**config.mk**
```make
export PLATFORM = sky130hd
export DESIGN_NAME = contador_display_flat
export DESIGN_NICKNAME = d
export VERILOG_FILES = /design/src/rtl/contador_display_pkg.sv /design/src/rtl/contador_display_if.sv /design/src/rtl/contador_display_bcd_to_seg7.sv /design/src/rtl/contador_display.sv /design/src/flat_wrapper.sv
export SDC_FILE = /design/constraint.sdc
export NUM_CORES = 1
export LEC_CHECK = 0
export ABC_AREA = 1
export CORE_ASPECT_RATIO = 0.75
export CORE_MARGIN = 4
export CORE_UTILIZATION = 59
export CTS_CLUSTER_SIZE = 24
export DETAILED_ROUTE_END_ITERATION = 12
export PLACE_DENSITY = 0.81
export SLEW_MARGIN = 25
export SYNTH_ARGS = -nofsm -noshare
export SYNTH_HDL_FRONTEND = slang
export SYNTH_HIERARCHICAL = 1
export SYNTH_SLANG_ARGS = --single-unit
```
**constraint.sdc**
```tcl
create_clock -name clk -period 2.07 [get_ports clk]
set_input_delay 0.3105 -clock clk [delete_from_list [all_inputs] [get_ports clk]]
set_output_delay 0.3105 -clock clk [all_outputs]
set_load 0.1 [all_outputs]
```
**src/rtl/contador_display_pkg.sv**
```systemverilog
// Shared types and constants for the event-count display driver:
// FSM encodings, active-low segment/anode patterns and the double-dabble step.
package contador_display_pkg;

  typedef enum logic [1:0] {
    IDLE  = 2'd0,
    SHIFT = 2'd1,
    DONE  = 2'd2
  } state_t;

  localparam logic [6:0] SEG_BLANK = 7'b1111111;
  localparam logic [6:0] SEG_0     = 7'b1000000;
  localparam logic [6:0] SEG_1     = 7'b1111001;
  localparam logic [6:0] SEG_2     = 7'b0100100;
  localparam logic [6:0] SEG_3     = 7'b0110000;
  localparam logic [6:0] SEG_4     = 7'b0011001;
  localparam logic [6:0] SEG_5     = 7'b0010010;
  localparam logic [6:0] SEG_6     = 7'b0000010;
  localparam logic [6:0] SEG_7     = 7'b1111000;
  localparam logic [6:0] SEG_8     = 7'b0000000;
  localparam logic [6:0] SEG_9     = 7'b0010000;

  localparam logic [3:0] AN_OFF    = 4'b1111;

  // One double-dabble iteration: add 3 to every BCD nibble >= 5, then shift left.
  function automatic logic [19:0] dd_step(input logic [19:0] v);
    logic [19:0] r;
    r = v;
    for (int i = 2; i < 5; i++) begin
      if (r[i*4 +: 4] >= 4'd5) begin
        r[i*4 +: 4] = r[i*4 +: 4] + 4'd3;
      end
    end
    return {r[18:0], 1'b0};
  endfunction

endpackage

```
**src/rtl/contador_display_if.sv**
```systemverilog
// Count input and display outputs of contador_display bundled as one port.
interface contador_display_if;
  logic [7:0] count_in;
  logic [3:0] an;
  logic [6:0] seg;
  logic       busy;

  modport master (output count_in, input an, input seg, input busy);
  modport slave  (input count_in, output an, output seg, output busy);
endinterface

```
**src/rtl/contador_display_bcd_to_seg7.sv**
```systemverilog
// Combinational BCD digit to active-low {g,f,e,d,c,b,a} segment decoder.
module bcd_to_seg7
  import contador_display_pkg::*;
(
  input  logic [3:0] bcd,
  output logic [6:0] seg
);

  always_comb begin
    case (bcd)
      4'd0:    seg = SEG_0;
      4'd1:    seg = SEG_1;
      4'd2:    seg = SEG_2;
      4'd3:    seg = SEG_3;
      4'd4:    seg = SEG_4;
      4'd5:    seg = SEG_5;
      4'd6:    seg = SEG_6;
      4'd7:    seg = SEG_7;
      4'd8:    seg = SEG_8;
      4'd9:    seg = SEG_9;
      default: seg = SEG_BLANK;
    endcase
  end

endmodule

```
**src/rtl/contador_display.sv**
```systemverilog
// Converts the 8-bit event count to BCD (sequential double-dabble) and scans it
// onto a 4-slot common-anode 7-segment display. Optional macro: LEADING_ZERO_BLANK_EN.
module contador_display
  import contador_display_pkg::*;
#(
  parameter int REFRESH_DIV = 50000
) (
  input  logic               clk,
  input  logic               rst,
  contador_display_if.slave  bus
);

  localparam int CW = (REFRESH_DIV > 2) ? $clog2(REFRESH_DIV) : 1;
  localparam logic [CW-1:0] REF_MAX = CW'(REFRESH_DIV - 1);

  state_t        state_q, state_d;
  logic [7:0]    snap_q, snap_d;
  logic [19:0]   sr_q, sr_d;
  logic [3:0]    iter_q, iter_d;
  logic [3:0]    disp_h_q, disp_h_d;
  logic [3:0]    disp_t_q, disp_t_d;
  logic [3:0]    disp_u_q, disp_u_d;
  logic          busy_q, busy_d;
  logic [CW-1:0] refcnt_q, refcnt_d;
  logic [1:0]    slot_q, slot_d;
  logic [3:0]    an_q, an_d;
  logic [6:0]    seg_q, seg_d;

  logic [3:0]    digit_mux;
  logic [6:0]    digit_seg;
  logic          blank_h;
  logic          blank_t;

  // State register
  always_ff @(posedge clk) begin
    if (rst) begin
      state_q  <= IDLE;
      snap_q   <= '0;
      sr_q     <= '0;
      iter_q   <= '0;
      disp_h_q <= '0;
      disp_t_q <= '0;
      disp_u_q <= '0;
      busy_q   <= 1'b0;
      refcnt_q <= '0;
      slot_q   <= '0;
      an_q     <= AN_OFF;
      seg_q    <= SEG_BLANK;
    end else begin
      state_q  <= state_d;
      snap_q   <= snap_d;
      sr_q     <= sr_d;
      iter_q   <= iter_d;
      disp_h_q <= disp_h_d;
      disp_t_q <= disp_t_d;
      disp_u_q <= disp_u_d;
      busy_q   <= busy_d;
      refcnt_q <= refcnt_d;
      slot_q   <= slot_d;
      an_q     <= an_d;
      seg_q    <= seg_d;
    end
  end

  // Next-state logic
  always_comb begin
    state_d = state_q;
    case (state_q)
      IDLE:    if (bus.count_in != snap_q) state_d = SHIFT;
      SHIFT:   if (iter_q == 4'd7) state_d = DONE;
      DONE:    state_d = IDLE;
      default: state_d = IDLE;
    endcase
  end

  // Conversion datapath
  always_comb begin
    snap_d   = snap_q;
    sr_d     = sr_q;
    iter_d   = iter_q;
    disp_h_d = disp_h_q;
    disp_t_d = disp_t_q;
    disp_u_d = disp_u_q;
    busy_d   = busy_q;
    case (state_q)
      IDLE: begin
        if (bus.count_in != snap_q) begin
          snap_d = bus.count_in;
          sr_d   = {12'd0, bus.count_in};
          iter_d = 4'd0;
          busy_d = 1'b1;
        end
      end
      SHIFT: begin
        sr_d   = dd_step(sr_q);
        iter_d = iter_q + 4'd1;
      end
      DONE: begin
        disp_h_d = sr_q[19:16];
        disp_t_d = sr_q[15:12];
        disp_u_d = sr_q[11:8];
        busy_d   = 1'b0;
      end
      default: busy_d = 1'b0;
    endcase
  end

`ifdef LEADING_ZERO_BLANK_EN
  assign blank_h = (disp_h_q == 4'd0);
  assign blank_t = blank_h && (disp_t_q == 4'd0);
`else
  assign blank_h = 1'b0;
  assign blank_t = 1'b0;
`endif

  always_comb begin
    case (slot_q)
      2'd0:    digit_mux = disp_u_q;
      2'd1:    digit_mux = disp_t_q;
      2'd2:    digit_mux = disp_h_q;
      default: digit_mux = 4'd0;
    endcase
  end

  bcd_to_seg7 u_dec (
    .bcd (digit_mux),
    .seg (digit_seg)
  );

  // Scan counter and registered display outputs
  always_comb begin
    refcnt_d = refcnt_q + 1'b1;
    slot_d   = slot_q;
    if (refcnt_q == REF_MAX) begin
      refcnt_d = '0;
      slot_d   = slot_q + 2'd1;
    end
    an_d  = AN_OFF;
    seg_d = SEG_BLANK;
    case (slot_q)
      2'd0: begin
        an_d  = 4'b1110;
        seg_d = digit_seg;
      end
      2'd1: begin
        an_d  = 4'b1101;
        seg_d = blank_t ? SEG_BLANK : digit_seg;
      end
      2'd2: begin
        an_d  = 4'b1011;
        seg_d = blank_h ? SEG_BLANK : digit_seg;
      end
      default: begin
        an_d  = AN_OFF;
        seg_d = SEG_BLANK;
      end
    endcase
  end

  assign bus.an   = an_q;
  assign bus.seg  = seg_q;
  assign bus.busy = busy_q;

endmodule

```
**src/flat_wrapper.sv**
```systemverilog
// flat-port wrapper written by rule: the top's interface ports become plain ports
module contador_display_flat import contador_display_pkg::*;
#(
  parameter int REFRESH_DIV = 50000
)
  (clk, rst, bus_count_in, bus_an, bus_seg, bus_busy);
  contador_display_if bus_i ();
  input  logic clk;
  input  logic rst;
  input wire logic [$bits(bus_i.count_in)-1:0] bus_count_in;
  output wire logic [$bits(bus_i.an)-1:0] bus_an;
  output wire logic [$bits(bus_i.seg)-1:0] bus_seg;
  output wire logic [$bits(bus_i.busy)-1:0] bus_busy;
  assign bus_i.count_in = bus_count_in;
  assign bus_an = bus_i.an;
  assign bus_seg = bus_i.seg;
  assign bus_busy = bus_i.busy;
  contador_display #(.REFRESH_DIV(REFRESH_DIV)) u_core (.clk(clk), .rst(rst), .bus(bus_i));
endmodule
```
==> results of run 1 <==
cell usage after synthesis, drive strengths merged:
master	instances
xnor2	6
nor3	7
ha	17
nor2	30
nand3	54
nor4	2
inv	65
clkbuf	8
dfxtp	75
a21oi	63
a21o	1
o21ai	35
xor2	3
or2	2
nand4	3
buf	10
conb	1
nand2	123
routing by layer:
metal,up-vias,share of wire (%)
met1,1426,49
met2,89,43
met4,0,1.0
met3,11,6.9
met5,-,0
li1,1671,-
cells in the final DEF, fill, tap and decap left out, drive strengths merged:
| cell type | instances |
|---|---|
| bufinv | 2 |
| a21o | 1 |
| a21oi | 63 |
| buf | 18 |
| clkinv | 4 |
| ha | 17 |
| conb | 1 |
| clkbuf | 10 |
| or2 | 2 |
| o21ai | 35 |
| nand4 | 3 |
| nor3 | 7 |
| nor4 | 2 |
| xnor2 | 6 |
| nand3 | 54 |
| clkdlybuf4s50 | 9 |
| dfxtp | 75 |
| nor2 | 30 |
| inv | 65 |
| xor2 | 3 |
| nand2 | 123 |
worst max-delay path by stage:
stage	depth (start not counted)	to	startpoint
2_1_floorplan	13	u_core/bus.seg[3]$_SDFF_PP1_	u_core/slot_q[0]$_SDFFE_PP0N_
3_3_place_gp	10	u_core/sr_q[5]$_SDFFE_PP0P_	bus_count_in[5]
3_5_place_dp	9	u_core/sr_q[4]$_SDFFE_PP0P_	bus_count_in[7]
4_1_cts	13	u_core/bus.seg[3]$_SDFF_PP1_	u_core/slot_q[0]$_SDFFE_PP0N_
5_1_grt	13	u_core/bus.seg[3]$_SDFF_PP1_	u_core/slot_q[0]$_SDFFE_PP0N_
6_report	13	u_core/bus.seg[3]$_SDFF_PP1_	u_core/slot_q[0]$_SDFFE_PP0N_
critical path: cells and delay by family, from the launching register on:
kind	cells	cell delay [ns]
buffers and inverters	4	0.36
and+or+nand+nor	7	0.45
DFF	1	0.33
adders and majority gates	2	0.55
kinds of logic (layout without fill, tap and decap cells):
| logic type | Yosys count | count (layout) | share of synthesized area (%) |
|---|---|---|---|
| compound gates | 99 | 99 | 14.0 |
| xor+xnor | 9 | 9 | 2.10 |
| fa+ha+maj | 17 | 17 | 5.66 |
| buf+inv | 83 | 108 | 10.1 |
| flops | 75 | 75 | 40.0 |
| other cells | 1 | 1 | 0.0998 |
| simple gates | 221 | 221 | 28.1 |
power breakdown:
part	internal, mW	leakage (nW)	switching [mW]
logic	0.0952	0.978	0.219
registers	1.48	0.612	0.0246
clock network	0.671	0.110	0.515
total	2.25	1.70	0.759
final cells by class:
type / count / area (um^2) / share of cell area, %
tap: 78 / 97.6 / 2.34
multi-input combinational: 347 / 1880 / 45.1
clock buffer: 10 / 128 / 3.06
sequential: 75 / 1500 / 36.0
inverter: 65 / 244 / 5.85
clock inverter: 6 / 80.1 / 1.92
timing repair buffer: 27 / 238 / 5.70
registers in the layout, summed over array words and instances (netlist names):
signal	cells
u_core/bus.seg	7
u_core/bus.an	3
u_core/slot_q	2
u_core/sr_q	20
u_core/disp_u_q	4
u_core/snap_q	8
u_core/bus.busy	1
u_core/refcnt_q	16
u_core/state_q	2
u_core/iter_q	4
u_core/disp_t_q	4
u_core/disp_h_q	4
per-stage QoR:
stage	setup slack (ns)	hold WS (ns)	total power [mW]
after floorplan	0.412	0.427	1.79
after global placement	0.152	0.442	1.84
after detailed placement	0.0826	0.451	1.85
after CTS	0.172	0.470	3.04
after global routing	0.0569	0.480	3.13
final	0.264	0.465	3.01
==> summary.md, run 1 <==
| Metric | Value |
|---|---|
| Status | finished clean |
| Post-route cell area | 4170 um^2 |
| Unique masters post-synth | 33 |
| Cts repair resizes | 0 |
| Initial antenna violation count | 0 |
| Post-Route WL | 7260 um |
| CP most frequent cell | nand2_1 |
| Hold wc startpoint | u_core/refcnt_q[0]$_SDFF_PP0_ |
| Worst Hold Depth | 1 |
| Die area | 7720 um^2 |
| Met1 usage in global routing | 26.6% |
| RSZ-0062 raised after global routing | false |
| Placed cell count | 592 |
| Final setup violation count | 0 |
| Ant diodes | 0 |
| Dpl cell area | 3960 um^2 |
| Setup CP Type | reg -> reg |
| R2R Setup Slk | 0.26 ns |
| Max clock buf depth | 2 |
| Worst-path fanout max | 5 |
| Tmin final | 1.81 ns |
| Vias in the first global route | 2952 |
| P&R area growth vs syn | 11.0% |
| Htree depth | 3 |
| VDD IR max | 421 uV |
| DR DRC count | 0 |
| Drt initial violations | 140 |
| Clk sinks | 75 |
| TritonCTS clock tree | done |
| Vias per inst | 5.26 |
| Setup bufs post-CTS | 0 |
| Final core utilization | 69.7% |
| Layout cell share with drive strength beyond 1 | 14.2% |
| Vias post-DR | 3197 |
| Worst Path Arrival | 2.02 ns |
| Hold endpoint | u_core/refcnt_q[0]$_SDFF_PP0_ |
| Syn Nets | 532 |
| GRT met3 Usage | 6.17% |
| FF-to-FF End | u_core/bus.seg[3]$_SDFF_PP1_ |
| GRT Residual Overflow | 0 |
| First-pass GRT wire length | 12700 um |
| ANT nets after route | 0 |
| Worst r2r path cells | 13 |
| Crit-path cells | inv_1 > ha_2 > nand2_1 > nand3_1 > nand2_1 > inv_1 > inv_1 > ha_1 > nand2_1 > nand3_1 > nand2_1 > inv_1 > nand2_1 |
| P_leak | 1.70 nW |
| Avg Cell Area, Syn | 7.44 um^2 |
| Pin count of the biggest net entering global routing | 36 |
| HP Class | reg -> reg |
| Synth area leaders | dfxtp_1, nand2_1, a21oi_1, inv_1, nand3_1 |
| Worst setup EP type | register |
| Core Region | 5980 um^2 |
| Gpl congestion | 0.802 |
| Wire length per cell after detailed routing | 11.9 um |
| GRT busiest layer | met2 |
| Power Density | 722 nW/um^2 |
| Met2 usage | 30.2% |
| Max Fclk | 0.554 GHz |
| Worst slew margin | 55.6% |
| Worst-Skew Late Latency | 0.34 ns |
| Ys Warns | 6 |
| I/O Pins | 22 |
| Crit-path slowest cell | dfxtp_1 |
| Max Cap Viol | 0 |
| Fin cells | 608 |
| Die Y-Extent | 77.1 um |
| Crit-path max cell delay | 0.33 ns |
| Required time of the critical path | 2.29 ns |
| Pre-antenna DRT Iters | 4 |
| Hold-fix buffer count after cts | 0 |
| Synth top area share | 40.0% |
| Total track usage | 19.7% |
| Mapped Cells | 505 |
| Synthesized cell area | 3760 um^2 |
| Largest area contributor in the netlist | dfxtp_1 |
| Initial Util | 62.9% |
| Reg clk slew, reported paths | 0.08 ns |
| Die width | 100 um |
| Port bufs | 20 |
| CTS Buf Count | 9 |
| Worst slew pin tran | 0.666 ns |
| Final hold vios | 0 |
| Pins over their slew limit | 0 |
| Fin nets | 552 |
| Fill cells | 520 |
| Startpoint Class | register |
| Clock Skews | 0.00882 ns |
| DPL Wire Length | 5100 um |
| Final worst path period share | 87.3% |
| Sum Neg Setup Slack | 0 ns |
| Worst r2r src | u_core/slot_q[0]$_SDFFE_PP0N_ |
| Post-synthesis sequential area ratio | 40.0% |
| CTS Root Cell | clkbuf_8 |
| Site Rows | 24 |
| Flops & latches, synth | 75 |
Power figures use the tool's default switching activity.
==> run 2: changes to the inputs <==
Settings changed: CELL_PAD_IN_SITES_DETAIL_PLACEMENT set to 1, CELL_PAD_IN_SITES_GLOBAL_PLACEMENT set to 2, CORE_UTILIZATION 59 to 35, GPL_TIMING_DRIVEN set to 0, PLACE_DENSITY 0.81 to 0.82.
==> run 2 against run 1 <==
Against the previous run:
- total power up 24%
- critical endpoint unchanged
- combinational power is 8.9% higher
- die area is 62% higher
- sequential share of layout area decreased by 2.5 points
==> summary.md, run 2 (synthesized netlist as in run 1, its figures left out) <==
| Metric | Value |
|---|---|
| RSZ-0062 raised after global routing | false |
| CP startpoint | u_core/slot_q[1]$_SDFFE_PP0N_ |
| Worst-Skew Late Latency | 0.34 ns |
| I/O Pins | 22 |
| Gpl congestion | 0.740 |
| Worst Path Arrival | 2.10 ns |
| Worst slew pin tran | 0.993 ns |
| Post-route cell area | 4480 um^2 |
| Required time of the critical path | 2.28 ns |
| Sequential power share | 40.4% |
| Die area | 12500 um^2 |
| Final hold vios | 0 |
| Met2 usage | 23.9% |
| Leading cell types in the layout, fill and taps excluded | nand2_1, dfxtp_1, inv_1 |
| Clk sinks | 75 |
| Reg clk slew, reported paths | 0.06 ns |
| Psw | 873 uW |
| ANT nets after route | 0 |
| Wire length per cell after detailed routing | 14.1 um |
| DPL Wire Length | 7160 um |
| First-pass GRT wire length | 16400 um |
| Pin count of the biggest net entering global routing | 13 |
| Vias per inst | 4.87 |
| Max Fclk | 0.529 GHz |
| Layout cell share with drive strength beyond 1 | 13.0% |
| Hold-fix buffer count after cts | 0 |
| VDD IR max | 386 uV |
| Max FFs per register | 20 |
| Sum Neg Setup Slack | 0 ns |
| Port bufs | 19 |
| Max clock buf depth | 2 |
| Startpoint Class | register |
| Worst Setup EP | u_core/bus.seg[3]$_SDFF_PP1_ |
| Total track usage | 16.3% |
| Worst r2r src | u_core/slot_q[1]$_SDFFE_PP0N_ |
| DR DRC count | 0 |
| FF/Latch Area | 1500 um^2 |
| Tmin final | 1.89 ns |
| Multi-input logic area | 1890 um^2 |
| Core Region | 10400 um^2 |
| Die width | 128 um |
| Switching fraction of total power | 23.3% |
| Fin nets | 562 |
| Initial antenna violation count | 0 |
| Met1 usage in global routing | 23.7% |
| Worst slew margin | 34.0% |
| P_int | 2.87 mW |
| Worst r2r path cells | 13 |
| Clock Skews | 0.00486 ns |
| R2R Setup Slk | 0.18 ns |
| Initial Util | 36.2% |
| Final worst path period share | 91.3% |
| Total power draw | 3.74 mW |
| Commonest non-fill, non-tap cell in the layout | nand2_1 |
| Pre-antenna DRT Iters | 4 |
| TritonCTS clock tree | done |
| Fill cells | 1276 |
| CTS Root Cell | clkbuf_16 |
| Reg with most FFs | u_core/sr_q |
| Setup CP Type | reg -> reg |
| Max Cap Viol | 0 |
| Power Density | 834 nW/um^2 |
| GRT met3 Usage | 3.63% |
| Dpl cell area | 4120 um^2 |
| Ant diodes | 0 |
| Post-Route WL | 9540 um |
| CTS Buf Count | 9 |
| FF-to-FF End | u_core/bus.seg[3]$_SDFF_PP1_ |
| Status | finished clean |
| Die Y-Extent | 97.7 um |
| P_leak | 1.79 nW |
| Vias post-DR | 3289 |
| Vias in the first global route | 3336 |
| Drt initial violations | 129 |
| Htree depth | 3 |
| Worst-path fanout max | 5 |
| Site Rows | 32 |
| Clk pwr share | 50.5% |
| Largest registers | u_core/sr_q x20, u_core/refcnt_q x16, u_core/snap_q x8 |
| Logic pwr share | 9.2% |
| Final core utilization | 43.2% |
| Worst setup EP type | register |
| GRT Residual Overflow | 0 |
| P&R area growth vs syn | 19.3% |
| HP Class | in -> reg |
| Final setup violation count | 0 |
| GRT busiest layer | met2 |
| Pins over their slew limit | 0 |
[run 2: cell types whose count changed in the layout (fill, tap and decap cells not counted), moves of 2 or more]
cell and change:
buf_4 -15, clkbuf_8 -6, clkbuf_1 +7, clkbuf_16 +9, dlygate4sd2_1 +11, buf_12 +2, buf_2 +4, clkinv_2 -3
[run 2: how the worst min path moves through the flow]
stage / start / end / slack [ns] / depth (start not counted)
2_1_floorplan: u_core/refcnt_q[0]$_SDFF_PP0_ / u_core/refcnt_q[0]$_SDFF_PP0_ / 0.43 / 1
3_3_place_gp: u_core/refcnt_q[0]$_SDFF_PP0_ / u_core/refcnt_q[0]$_SDFF_PP0_ / 0.44 / 1
3_5_place_dp: u_core/refcnt_q[0]$_SDFF_PP0_ / u_core/refcnt_q[0]$_SDFF_PP0_ / 0.46 / 1
4_1_cts: rst / u_core/state_q[1]$_SDFFE_PP0P_ / 0.35 / 2
5_1_grt: rst / u_core/state_q[1]$_SDFFE_PP0P_ / 0.38 / 2
6_report: rst / u_core/state_q[1]$_SDFFE_PP0P_ / 0.36 / 2
[run 2: power by group through the flow]
stage | combinational (mW) | clock (mW) | sequential (mW)
floorplan | 0.189 | 0 | 1.60
global placement | 0.343 | 0 | 1.54
detailed placement | 0.349 | 0 | 1.54
CTS | 0.345 | 1.94 | 1.51
global route | 0.375 | 2.00 | 1.52
finish | 0.342 | 1.89 | 1.51
[run 2: worst max-delay path, stage by stage (launching register included)]
cell and delay (ns):
dfxtp_1 0.34, inv_1 0.11, ha_2 0.24, nand2_1 0.09, nand3_1 0.12, nand2_1 0.08
inv_2 0.10, inv_1 0.08, ha_1 0.28, nand2_1 0.07, nand3_1 0.10, nand2_1 0.05
inv_1 0.05, nand2_1 0.04
[run 2: per-stage QoR]
| step | std cells | hold WS, ns | setup slack [ns] |
|---|---|---|---|
| floorplan | 505 | 0.427 | 0.412 |
| global placement | 660 | 0.442 | 0.127 |
| detailed placement | 660 | 0.460 | 0.0925 |
| CTS | 676 | 0.353 | 0.0778 |
| global route | 676 | 0.378 | 0.0382 |
| finish | 676 | 0.359 | 0.180 |
[run 2: timing repair]
action / 4_1_cts / 5_1_grt
setup buffers: 0 / 0
gates resized for setup: 11 / 6
setup endpoints to repair: 11 / 3
endpoints found under the hold margin: 0 / 0
cloned: 0 / 0
[run 2: area by class of cell]
| cell class | count | share of cell area (%) |
|---|---|---|
| inverters | 65 | 5.44 |
| clock inverters | 4 | 2.12 |
| multi-input cells | 347 | 42.2 |
| well taps | 136 | 3.80 |
| plain buffers | 18 | 3.04 |
| clock buffers | 12 | 5.95 |
| flip-flops and latches | 75 | 33.5 |
| repair buffers | 19 | 3.94 |
[run 2: per-layer routing]
layer | routed length (um) | vias up
li1 | - | 1690
met2 | 4010 | 24
met1 | 5120 | 1565
met4 | 145 | 0
met5 | 0 | -
met3 | 264 | 10
